[src/rtl/encoder_scan_sched.sv]
// encoder_scan_sched: one shared quadrature decode/update datapath.
// On every sample tick it visits each encoder channel in turn (SAMPLE,
// DECODE, UPDATE) and keeps a wrapping position counter and a sticky
// invalid-transition flag per channel. A host port reads and clears them.
module encoder_scan_sched #(
    parameter int NUM_ENC    = 4,
    parameter int SEL_W      = 2,
    parameter int CNT_W      = 8,
    parameter int SAMPLE_DIV = 500000
) (
    input  logic               clk,
    input  logic               rst,
    input  logic [NUM_ENC-1:0] enc_a,
    input  logic [NUM_ENC-1:0] enc_b,
    input  logic               rd_req,
    input  logic [SEL_W-1:0]   rd_sel,
    output logic               rd_ack,
    output logic [CNT_W-1:0]   rd_data,
    output logic               rd_err,
    input  logic               clr_req,
    input  logic [SEL_W-1:0]   clr_sel,
    output logic               busy,
    output logic [CNT_W-1:0]   leds
);

    localparam int DIV_W = (SAMPLE_DIV > 1) ? $clog2(SAMPLE_DIV) : 1;

    typedef enum logic [1:0] {IDLE, SAMPLE, DECODE, UPDATE} state_t;
    typedef enum logic [1:0] {STEP_NONE, STEP_INC, STEP_DEC, STEP_ERR} step_t;

    logic [NUM_ENC-1:0] a_meta_reg, a_sync_reg, b_meta_reg, b_sync_reg;
    logic [DIV_W-1:0]   div_reg;
    logic               tick;

    state_t             state_reg, state_next;
    logic [SEL_W-1:0]   idx_reg, idx_next;
    logic               busy_reg, busy_next;
    logic               prime_reg, prime_next;
    logic               last_ch;

    logic [1:0]         cur_reg;
    step_t              step_reg, step_dec;
    logic [1:0]         prev_sel, diff;

    logic [CNT_W-1:0]   cnt_all [NUM_ENC];
    logic               err_all [NUM_ENC];
    logic [1:0]         prev_all [NUM_ENC];

    logic               rd_ack_reg, rd_err_reg, rd_mux_err;
    logic [CNT_W-1:0]   rd_data_reg, rd_mux_data;

    // Two-flop synchronizers for the asynchronous encoder pins.
    always_ff @(posedge clk) begin
        if (rst) begin
            a_meta_reg <= '0;
            a_sync_reg <= '0;
            b_meta_reg <= '0;
            b_sync_reg <= '0;
        end else begin
            a_meta_reg <= enc_a;
            a_sync_reg <= a_meta_reg;
            b_meta_reg <= enc_b;
            b_sync_reg <= b_meta_reg;
        end
    end

    assign tick = (div_reg == DIV_W'(SAMPLE_DIV - 1));

    // Free-running sample divider, tick on its terminal count.
    always_ff @(posedge clk) begin
        if (rst || tick) div_reg <= '0;
        else             div_reg <= div_reg + 1'b1;
    end

    assign last_ch = (idx_reg == SEL_W'(NUM_ENC - 1));

    // Scan FSM state and control registers.
    always_ff @(posedge clk) begin
        if (rst) begin
            state_reg <= IDLE;
            idx_reg   <= '0;
            busy_reg  <= 1'b0;
            prime_reg <= 1'b1;
        end else begin
            state_reg <= state_next;
            idx_reg   <= idx_next;
            busy_reg  <= busy_next;
            prime_reg <= prime_next;
        end
    end

    // Next-state logic; a tick outside IDLE is simply ignored.
    always_comb begin
        state_next = state_reg;
        idx_next   = idx_reg;
        busy_next  = busy_reg;
        prime_next = prime_reg;
        case (state_reg)
            IDLE: begin
                idx_next  = '0;
                busy_next = 1'b0;
                if (tick) begin
                    state_next = SAMPLE;
                    busy_next  = 1'b1;
                end
            end
            SAMPLE: state_next = DECODE;
            DECODE: state_next = UPDATE;
            UPDATE: begin
                if (last_ch) begin
                    state_next = IDLE;
                    busy_next  = 1'b0;
                    prime_next = 1'b0;
                end else begin
                    idx_next   = idx_reg + 1'b1;
                    state_next = SAMPLE;
                end
            end
            default: state_next = IDLE;
        endcase
    end

    assign prev_sel = prev_all[idx_reg];
    assign diff     = cur_reg ^ prev_sel;

    // Gray-step decode: one bit changed gives a direction, both is invalid.
    always_comb begin
        step_dec = STEP_NONE;
        if (diff == 2'b11)
            step_dec = STEP_ERR;
        else if (diff != 2'b00)
            step_dec = (cur_reg[1] ^ prev_sel[0]) ? STEP_INC : STEP_DEC;
    end

    // Shared datapath registers: captured A/B pair and decoded step.
    always_ff @(posedge clk) begin
        if (rst) begin
            cur_reg  <= 2'b00;
            step_reg <= STEP_NONE;
        end else begin
            if (state_reg == SAMPLE) cur_reg  <= {a_sync_reg[idx_reg], b_sync_reg[idx_reg]};
            if (state_reg == DECODE) step_reg <= step_dec;
        end
    end

    // Per-channel counter, sticky error and previous state.
    for (genvar gi = 0; gi < NUM_ENC; gi++) begin : g_ch
        logic [CNT_W-1:0] cnt_reg;
        logic             err_reg;
        logic [1:0]       prev_reg;
        logic             upd_hit, clr_hit;

        assign upd_hit = (state_reg == UPDATE) && (idx_reg == SEL_W'(gi));
        assign clr_hit = clr_req && (clr_sel == SEL_W'(gi));

        // Clear is applied last so it overrides a same-cycle step.
        always_ff @(posedge clk) begin
            if (rst) begin
                cnt_reg  <= '0;
                err_reg  <= 1'b0;
                prev_reg <= 2'b00;
            end else begin
                if (upd_hit) begin
                    prev_reg <= cur_reg;
                    if (!prime_reg) begin
                        case (step_reg)
                            STEP_INC: cnt_reg <= cnt_reg + 1'b1;
                            STEP_DEC: cnt_reg <= cnt_reg - 1'b1;
                            STEP_ERR: err_reg <= 1'b1;
                            default:  ;
                        endcase
                    end
                end
                if (clr_hit) begin
                    cnt_reg <= '0;
                    err_reg <= 1'b0;
                end
            end
        end

        assign cnt_all[gi]  = cnt_reg;
        assign err_all[gi]  = err_reg;
        assign prev_all[gi] = prev_reg;
    end

    // Read mux; unused select codes read as zero.
    always_comb begin
        rd_mux_data = '0;
        rd_mux_err  = 1'b0;
        for (int i = 0; i < NUM_ENC; i++) begin
            if (rd_sel == SEL_W'(i)) begin
                rd_mux_data = cnt_all[i];
                rd_mux_err  = err_all[i];
            end
        end
    end

    // Read response registered from the request cycle (pre-update value).
    always_ff @(posedge clk) begin
        if (rst) begin
            rd_ack_reg  <= 1'b0;
            rd_data_reg <= '0;
            rd_err_reg  <= 1'b0;
        end else begin
            rd_ack_reg <= rd_req;
            if (rd_req) begin
                rd_data_reg <= rd_mux_data;
                rd_err_reg  <= rd_mux_err;
            end
        end
    end

    assign rd_ack  = rd_ack_reg;
    assign rd_data = rd_data_reg;
    assign rd_err  = rd_err_reg;
    assign busy    = busy_reg;
    assign leds    = cnt_all[0];

endmodule

[config.mk]
export PLATFORM = sky130hd
export DESIGN_NAME = encoder_scan_sched
export DESIGN_NICKNAME = d
export VERILOG_FILES = /design/src/rtl/encoder_scan_sched.sv
export SDC_FILE = /design/constraint.sdc
export NUM_CORES = 1
export LEC_CHECK = 0
export BUFFER_PORTS_ARGS = -buffer_cell sky130_fd_sc_hd__clkbuf_2
export CELL_PAD_IN_SITES_DETAIL_PLACEMENT = 0
export CELL_PAD_IN_SITES_GLOBAL_PLACEMENT = 1
export CORE_ASPECT_RATIO = 0.75
export CORE_MARGIN = 10
export CORE_UTILIZATION = 38
export DETAILED_ROUTE_END_ITERATION = 6
export GPL_ROUTABILITY_DRIVEN = 1
export PLACE_DENSITY_LB_ADDON = 0.1
export SETUP_SLACK_MARGIN = 0.5
export SYNTH_ARGS = -nofsm -noshare
export SYNTH_HDL_FRONTEND = slang
export SYNTH_SLANG_ARGS = --single-unit
[constraint.sdc]
create_clock -name clk -period 5.2 [get_ports clk]
set_clock_uncertainty 0.15 [all_clocks]
set_input_delay 0.52 -clock clk [delete_from_list [all_inputs] [get_ports clk]]
set_output_delay 0.52 -clock clk [all_outputs]
set_load 0.02 [all_outputs]
**Yosys cells after proc, flatten, opt, wreduce, memory -nomap -nowiden**

Cells that the tools add are included.
Widths: inputs -> output; s select.

- Bits of input ports: 16
- Word-level logic and storage cells: 123
- Register bits: 99

- Bitwise operators: 4
- Multiplexer cells: 30
- Magnitude comparators: 2
- Reductions and logical operators: 31
- Eq/ne operators: 20
- Add/sub/neg operators: 10

Operators by type and width:

| operator | number |
|---|---|
| $pmux 8 s2 | 4 |
| $add 8x1->8 const B | 4 |
| $mux 8 | 4 |
| $sub 8x1->8 const B | 4 |
| $reduce_and 3->1 | 8 |
| $eq 2x2->1 const B | 11 |
| $add 19x1->19 const B | 1 |
| $eq 19x19->1 const B | 1 |
| $mux 2 | 7 |
| $eq 2x1->1 const B | 5 |
| $mux 1 | 9 |
| $logic_and 1x1->1 | 8 |
| $logic_not 2->1 | 4 |
| $pmux 2 s4 | 1 |
| $reduce_or 2->1 | 4 |
| $ne 2x2->1 const B | 3 |
| $reduce_and 2->1 | 3 |
| $reduce_bool 2->1 | 3 |
| $bmux 1 s2 | 2 |
| $bmux 2 s2 | 1 |
| $pmux 2 s2 | 1 |
| $ge 3x3->1 const B | 1 |
| $lt 2x3->1 const B | 1 |
| $not 2->3 | 1 |
| 6 further kinds | 6 |

**Depth between registers and ports, before layout**

Gate-level depths: netlist (run 1).

- Word-level depth: 8
- Depth in mapped cells: 13
- Depth with buffers taken out: 10

**Worst setup path after synthesis (run 1)**

OpenSTA, ideal clock, no wires.

- Path kind: flip-flop to flip-flop
- Start: register step_reg[0]
- End: register g_ch[3].cnt_reg[4]
- Cell stages (with the launch flop): 14
- Path buffers: 3
- Required time: 4.980 ns
- Data arrival time: 2.438 ns
- Slack: 2.542 ns
- Library setup time: 0.070 ns
- Path through: dfxtp_1 inv_1 ha_1 buf_4 buf_2 buf_2 xor2_1 ha_1 a21boi_0 o22a_1 nand2_1 xnor2_1 or3_2 a21oi_1

- Word-level cells in the longest chain between the ends: 3

Ends and longest elaborated chain:

| item | line | source |
|---|---|---|
| from (decl) | 42 | `step_t step_reg, step_dec;` |
| from (signal assigned) | 142 | `if (state_reg == DECODE) step_reg <= step_dec;` |
| $eq 2x2->1 or $eq 2x1->1 (tied branches) | 166 | `case (step_reg)` |
| $reduce_bool 2->1 (no source line) | n/a |  |
| $reduce_and 3->1 (no source line) | n/a |  |
| to (signal assigned) | 167 | `STEP_INC: cnt_reg <= cnt_reg + 1'b1;` |
| to (signal assigned) | 168 | `STEP_DEC: cnt_reg <= cnt_reg - 1'b1;` |
| to (decl) | 148 | `logic [CNT_W-1:0] cnt_reg;` |

Several ways; a longest one is shown, not always the timed one.
A chain may end at the register's enable or synchronous reset.

**Worst setup path in the final report (run 1)**

- Start: register step_reg[0]
- End: register g_ch[2].cnt_reg[6]

- Word-level cells in the longest chain between the ends: 3

Ends and longest elaborated chain:

| item | line |
|---|---|
| $eq 2x2->1 or $eq 2x1->1 (tied branches) | 166 |
| $reduce_bool 2->1 (no source line) | n/a |
| $reduce_and 3->1 (no source line) | n/a |
| to (signal assigned) | 167 |
| to (signal assigned) | 168 |
| to (decl) | 148 |

Several ways; a longest one is shown, not always the timed one.

==> results.ini, run 1 <==
[timing]
fin_crit_ns=3.215
hold_ws_ns=0.2247
tns_ns=0
rsz0062_at_grt=false
finalWorstSetupSlack_ns=1.985
fmax_mhz=311.0
tightest_slew_ns=0.8224
setup_viol=0
hold_viol=0
maxSlewHeadroom=0.4506
maxSlewViolCount=0
final.period_utilization=0.6183

[logic_synthesis]
synth_area_leaders=dfxtp_1, mux4_2, nor2_1
ys_async_sr_fraction=0
synth_top_flop_cell=dfxtp_1
syn_area_mm2=0.005334
yosys-top-cells-count=dfxtp_1, nor2_1, nand2_1
synth_top_area_cell=dfxtp_1
yosys_warnings=0
synth_top_area_share=0.3716
synth_cell_types=65
avgSynthCellArea_um2=8.687
synth_seq_cells=99
ys_seq_area_frac=0.3716
syn_inst=614
synth_edf_count=0
synth.most_common_cell=dfxtp_1
syn_nets=646

[setup_path]
critPathRequiredTime_ns=5.26
regToRegSetupSlack_ns=1.98
cp-end-kind=flop
cp_cell_sequence=inv_1 -> ha_1 -> buf_4 -> clkinv_1 -> nor2_1 -> a22oi_1 -> a31oi_1 -> xnor2_1 -> nor2_1
cp_common_cell=nor2_1
cpMaxStageDelayCell=clkinv_1
crit_fanout=46
critical_path.top_delay_family=buffers and inverters
start_kind=flop
critPathKind=reg2reg
timing.critical_path.arrival_ns=3.28
cp_num_buf_inv=3
slowest_delay_ns=0.73

[status]
status=finished clean

[finish]
syn_to_final_growth_pct=9.453
fin_nets=651
largest_reg_flops=24
diodes=0
drive_gt1_frac=0.1266
stdcell_area_mm2=0.005838

[global_routing]
grt_pass1_vias=4166
grt-ovfl-total=0
grt_pass1_wl_mm=22.48
grtUsageTotal=0.1459
antenna_found_initial=0
grt_max_degree=47

[clock_network]
cts.sinks=99
ctsResizeCount=0
insertion_delay_ns=0.35
cts_buffers=9
clock-root-buffer=clkbuf_16
clock_path_buffers=2
cts_tree=built
cts_setup_buffers=0
clkSlewWorstSetupHoldPaths_ns=0.07
ctsHoldBuffers=0
htree_levels=3

[placement]
pre_cts_slack_ns=2.040
dp_hpwl_mm=9.627
place.gp.congestion=0.7951
dpl_cell_area_mm2=0.005552
port_buffers=34

[floorplan]
dieHeight_um=122.6
rows=37
dieWidth_um=156.8
fp.coreArea_mm2=0.01375
die_area_mm2=0.01922
initial_core_util=0.3879
io_pins=35

[routing]
wl_per_cell_um=17.07
via_per_inst=5.529
first_pass_iters=5
drt_iter0_markers=309
wl_mm=13.64
vias=4418
ant_nets=0
drcViolationCount=0

[hold_path]
worst_hold_path_type=in2reg

[job]
drv_cap=0

[power]
ir_drop_mv=0.1678
pwr_density_cell_mw_per_mm2=265.0
leakagePower_nw=2.164
total_power_mw=1.547

==> final timing paths <==
| path | to | from | cells past startpoint |
|---|---|---|---|
| min | b_meta_reg[2] | enc_b[2] | 2 |
| max | g_ch[2].cnt_reg[6] | step_reg[0] | 9 |
| max reg2reg | g_ch[2].cnt_reg[6] | step_reg[0] | 9 |
| min reg2reg | b_sync_reg[0] | b_meta_reg[0] | 1 |
==> per-layer routing <==
| metal | part of all wire | global-route usage |
|---|---|---|
| met3 | 0.053 | 0.03355 |
| met2 | 0.41 | 0.2076 |
| met1 | 0.52 | 0.2140 |
| met5 | 0 | 0 |
| met4 | 0.016 | 0.04176 |
==> cells in the final DEF, fill, tap and decap left out, types with 5 or more instances in the layout <==
master | Yosys | routed
a31oi_1 | 10 | 10
nand3_1 | 21 | 21
o21bai_1 | 5 | 5
nor3_1 | 16 | 16
o21ai_0 | 23 | 23
inv_1 | 13 | 13
a22oi_1 | 6 | 6
mux4_2 | 12 | 12
nor3b_1 | 5 | 5
o211ai_1 | 6 | 6
xnor2_1 | 29 | 29
nor4_1 | 7 | 7
xor2_1 | 15 | 15
clkbuf_2 | 0 | 34
dfxtp_1 | 99 | 99
clkbuf_16 | 0 | 9
mux2i_1 | 20 | 20
a21oi_1 | 39 | 39
or3_1 | 13 | 13
nand4_1 | 11 | 11
nand2_1 | 47 | 47
nor2b_1 | 25 | 25
nor2_1 | 71 | 71
ha_1 | 16 | 16
==> metrics by stage <==
stage | std cells | util
final | 799 | 0.4246
after floorplan | 614 | -
after global routing | 799 | 0.4246
after CTS | 799 | 0.4246
after detailed placement | 783 | 0.4038
after global placement | 783 | 0.4038
==> cell type report <==
cell class                 instances  area (µm²)
fill                            1385        7911
sequential                        99        1982
multi-input combinational        457        3098
inverter                          14       52.55
timing repair buffer              38       200.2
clock inverter                     7       61.31
clock buffer                       9       225.2
tap                              175       219.0
==> power by group <==
part | total (mW) | switching, mW | internal, mW
Sequential | 0.783 | 0.0110 | 0.772
Combinational | 0.110 | 0.0668 | 0.0428
Clock | 0.654 | 0.320 | 0.334
Total | 1.55 | 0.398 | 1.15
==> kinds of logic after synthesis <==
| logic type | after synthesis | synth area share |
|---|---|---|
| mux | 34 | 0.09524 |
| buf+inv | 58 | 0.04762 |
| fa+ha+maj | 16 | 0.03753 |
| xor+xnor | 44 | 0.07225 |
| simple gates | 243 | 0.2336 |
| compound gates | 120 | 0.1422 |
| flops | 99 | 0.3716 |
Power figures use the tool's default switching activity.
==> inputs of run 2 (changes only) <==
==> constraint.sdc (replaced) <==
create_clock -name clk -period 2.85 [get_ports clk]
set_clock_uncertainty 0.15 [all_clocks]
set_input_delay 0.285 -clock clk [delete_from_list [all_inputs] [get_ports clk]]
set_output_delay 0.285 -clock clk [all_outputs]
set_load 0.02 [all_outputs]
==> results.ini, run 2 (same netlist as run 1, synthesis figures left out) <==
[status]
status=finished clean

[global_routing]
grt_pass1_vias=4118
grtUsageTotal=0.1473
grt_pass1_wl_mm=22.23
antenna_found_initial=0
grt-ovfl-total=0
grt_max_degree=25

[floorplan]
initial_core_util=0.3879
die_area_mm2=0.01922
dieHeight_um=122.6
io_pins=35
dieWidth_um=156.8
rows=37
fp.coreArea_mm2=0.01375

[routing]
vias=4426
wl_per_cell_um=16.72
wl_mm=13.78
via_per_inst=5.371
ant_nets=0
drt_iter0_markers=334
first_pass_iters=6
drcViolationCount=0

[placement]
port_buffers=34
place.gp.congestion=0.8213
pre_cts_slack_ns=0.3880
dp_hpwl_mm=9.959

[clock_network]
clock-root-buffer=clkbuf_16
cts_tree=built
cts.sinks=99
htree_levels=3
cts_buffers=9
clock_path_buffers=2
insertion_delay_ns=0.36
clkSlewWorstSetupHoldPaths_ns=0.07

[finish]
diodes=0
layout_commonest_cell=dfxtp_1
fin_util=0.4523
largest_reg_flops=24
fill_cells=1365
drive_gt1_frac=0.1803
fin_nets=676
syn_to_final_growth_pct=16.58
final-seq-area_mm2=0.001986
layout_common_cells=dfxtp_1, nor2_1, nand2_1
multi_input_area_mm2=0.003197

[power]
pwr_density_cell_mw_per_mm2=477.9
total_power_mw=2.972
leakagePower_nw=2.317
ir_drop_mv=0.2925

[timing]
hold_ws_ns=0.1632
hold_viol=0
maxSlewHeadroom=0.5584
setup_viol=0
fmax_mhz=431.0
maxSlewViolCount=0
finalWorstSetupSlack_ns=0.5297
final.period_utilization=0.8141
tightest_slew_ns=0.6610
rsz0062_at_grt=true
fin_crit_ns=2.320
tns_ns=0

[setup_path]
critPathKind=reg2reg
cp-end-kind=flop
crit_fanout=7
critPathRequiredTime_ns=2.95
start_kind=flop
cp_num_buf_inv=2
cpMaxStageDelayCell=dfxtp_2
critical_path.top_delay_family=compound AO/OA/AOI/OAI gates
slowest_delay_ns=0.35
timing.critical_path.arrival_ns=2.42
cp_cell_sequence=inv_2 -> ha_4 -> buf_12 -> xor2_1 -> ha_2 -> a21boi_2 -> o22a_1 -> a211o_1 -> a31oi_2 -> xnor2_1 -> nor2_1

[hold_path]
worst_hold_path_type=in2reg

[job]
drv_cap=0

-- run 2: final cells by class --
type	instances	area share
tap	175	0.03521
sequential	99	0.3193
multi-input combinational	457	0.5141
inverter	14	0.008451
clock inverter	7	0.01489
clock buffer	9	0.03622
timing repair buffer	63	0.07183
-- run 2: timing repair --
action / 4_1_cts / 5_1_grt
setup buffers: 1 / 3
hold buffers: 8 / 0
pin swaps: 0 / 6
endpoints found under the setup margin: 10 / 33
resized for setup: 1 / 14
hold endpoints to repair: 8 / 0
-- run 2: power by group --
part | total (mW) | switching (mW) | internal (mW)
logic | 0.220 | 0.124 | 0.0954
registers | 1.43 | 0.0244 | 1.41
clock network | 1.32 | 0.612 | 0.706
-- run 2: final timing paths --
path,from,endpoint,slack (ns),depth (start not counted)
worst max register to register,step_reg[0],leds[6],0.53,11
worst min register to register,a_meta_reg[2],a_sync_reg[2],0.29,1
worst min-delay path,rst,a_sync_reg[2],0.16,2
worst max-delay path,step_reg[0],leds[6],0.53,11
-- run 2: per-layer routing --
layer  global-route usage  share of wire  vias up
met5                    0              0        -
met4              0.04882          0.013        0
met3              0.03670          0.048       14
met2               0.2063           0.41       69
met1               0.2148           0.53     2096
li1                     -              -     2247
-- run 2: per-stage QoR --
stage,instance area (µm²),instances
floorplan,5390,614
global placement,5702,796
detailed placement,5702,796
CTS,6117,821
global route,6218,824
finish,6218,824
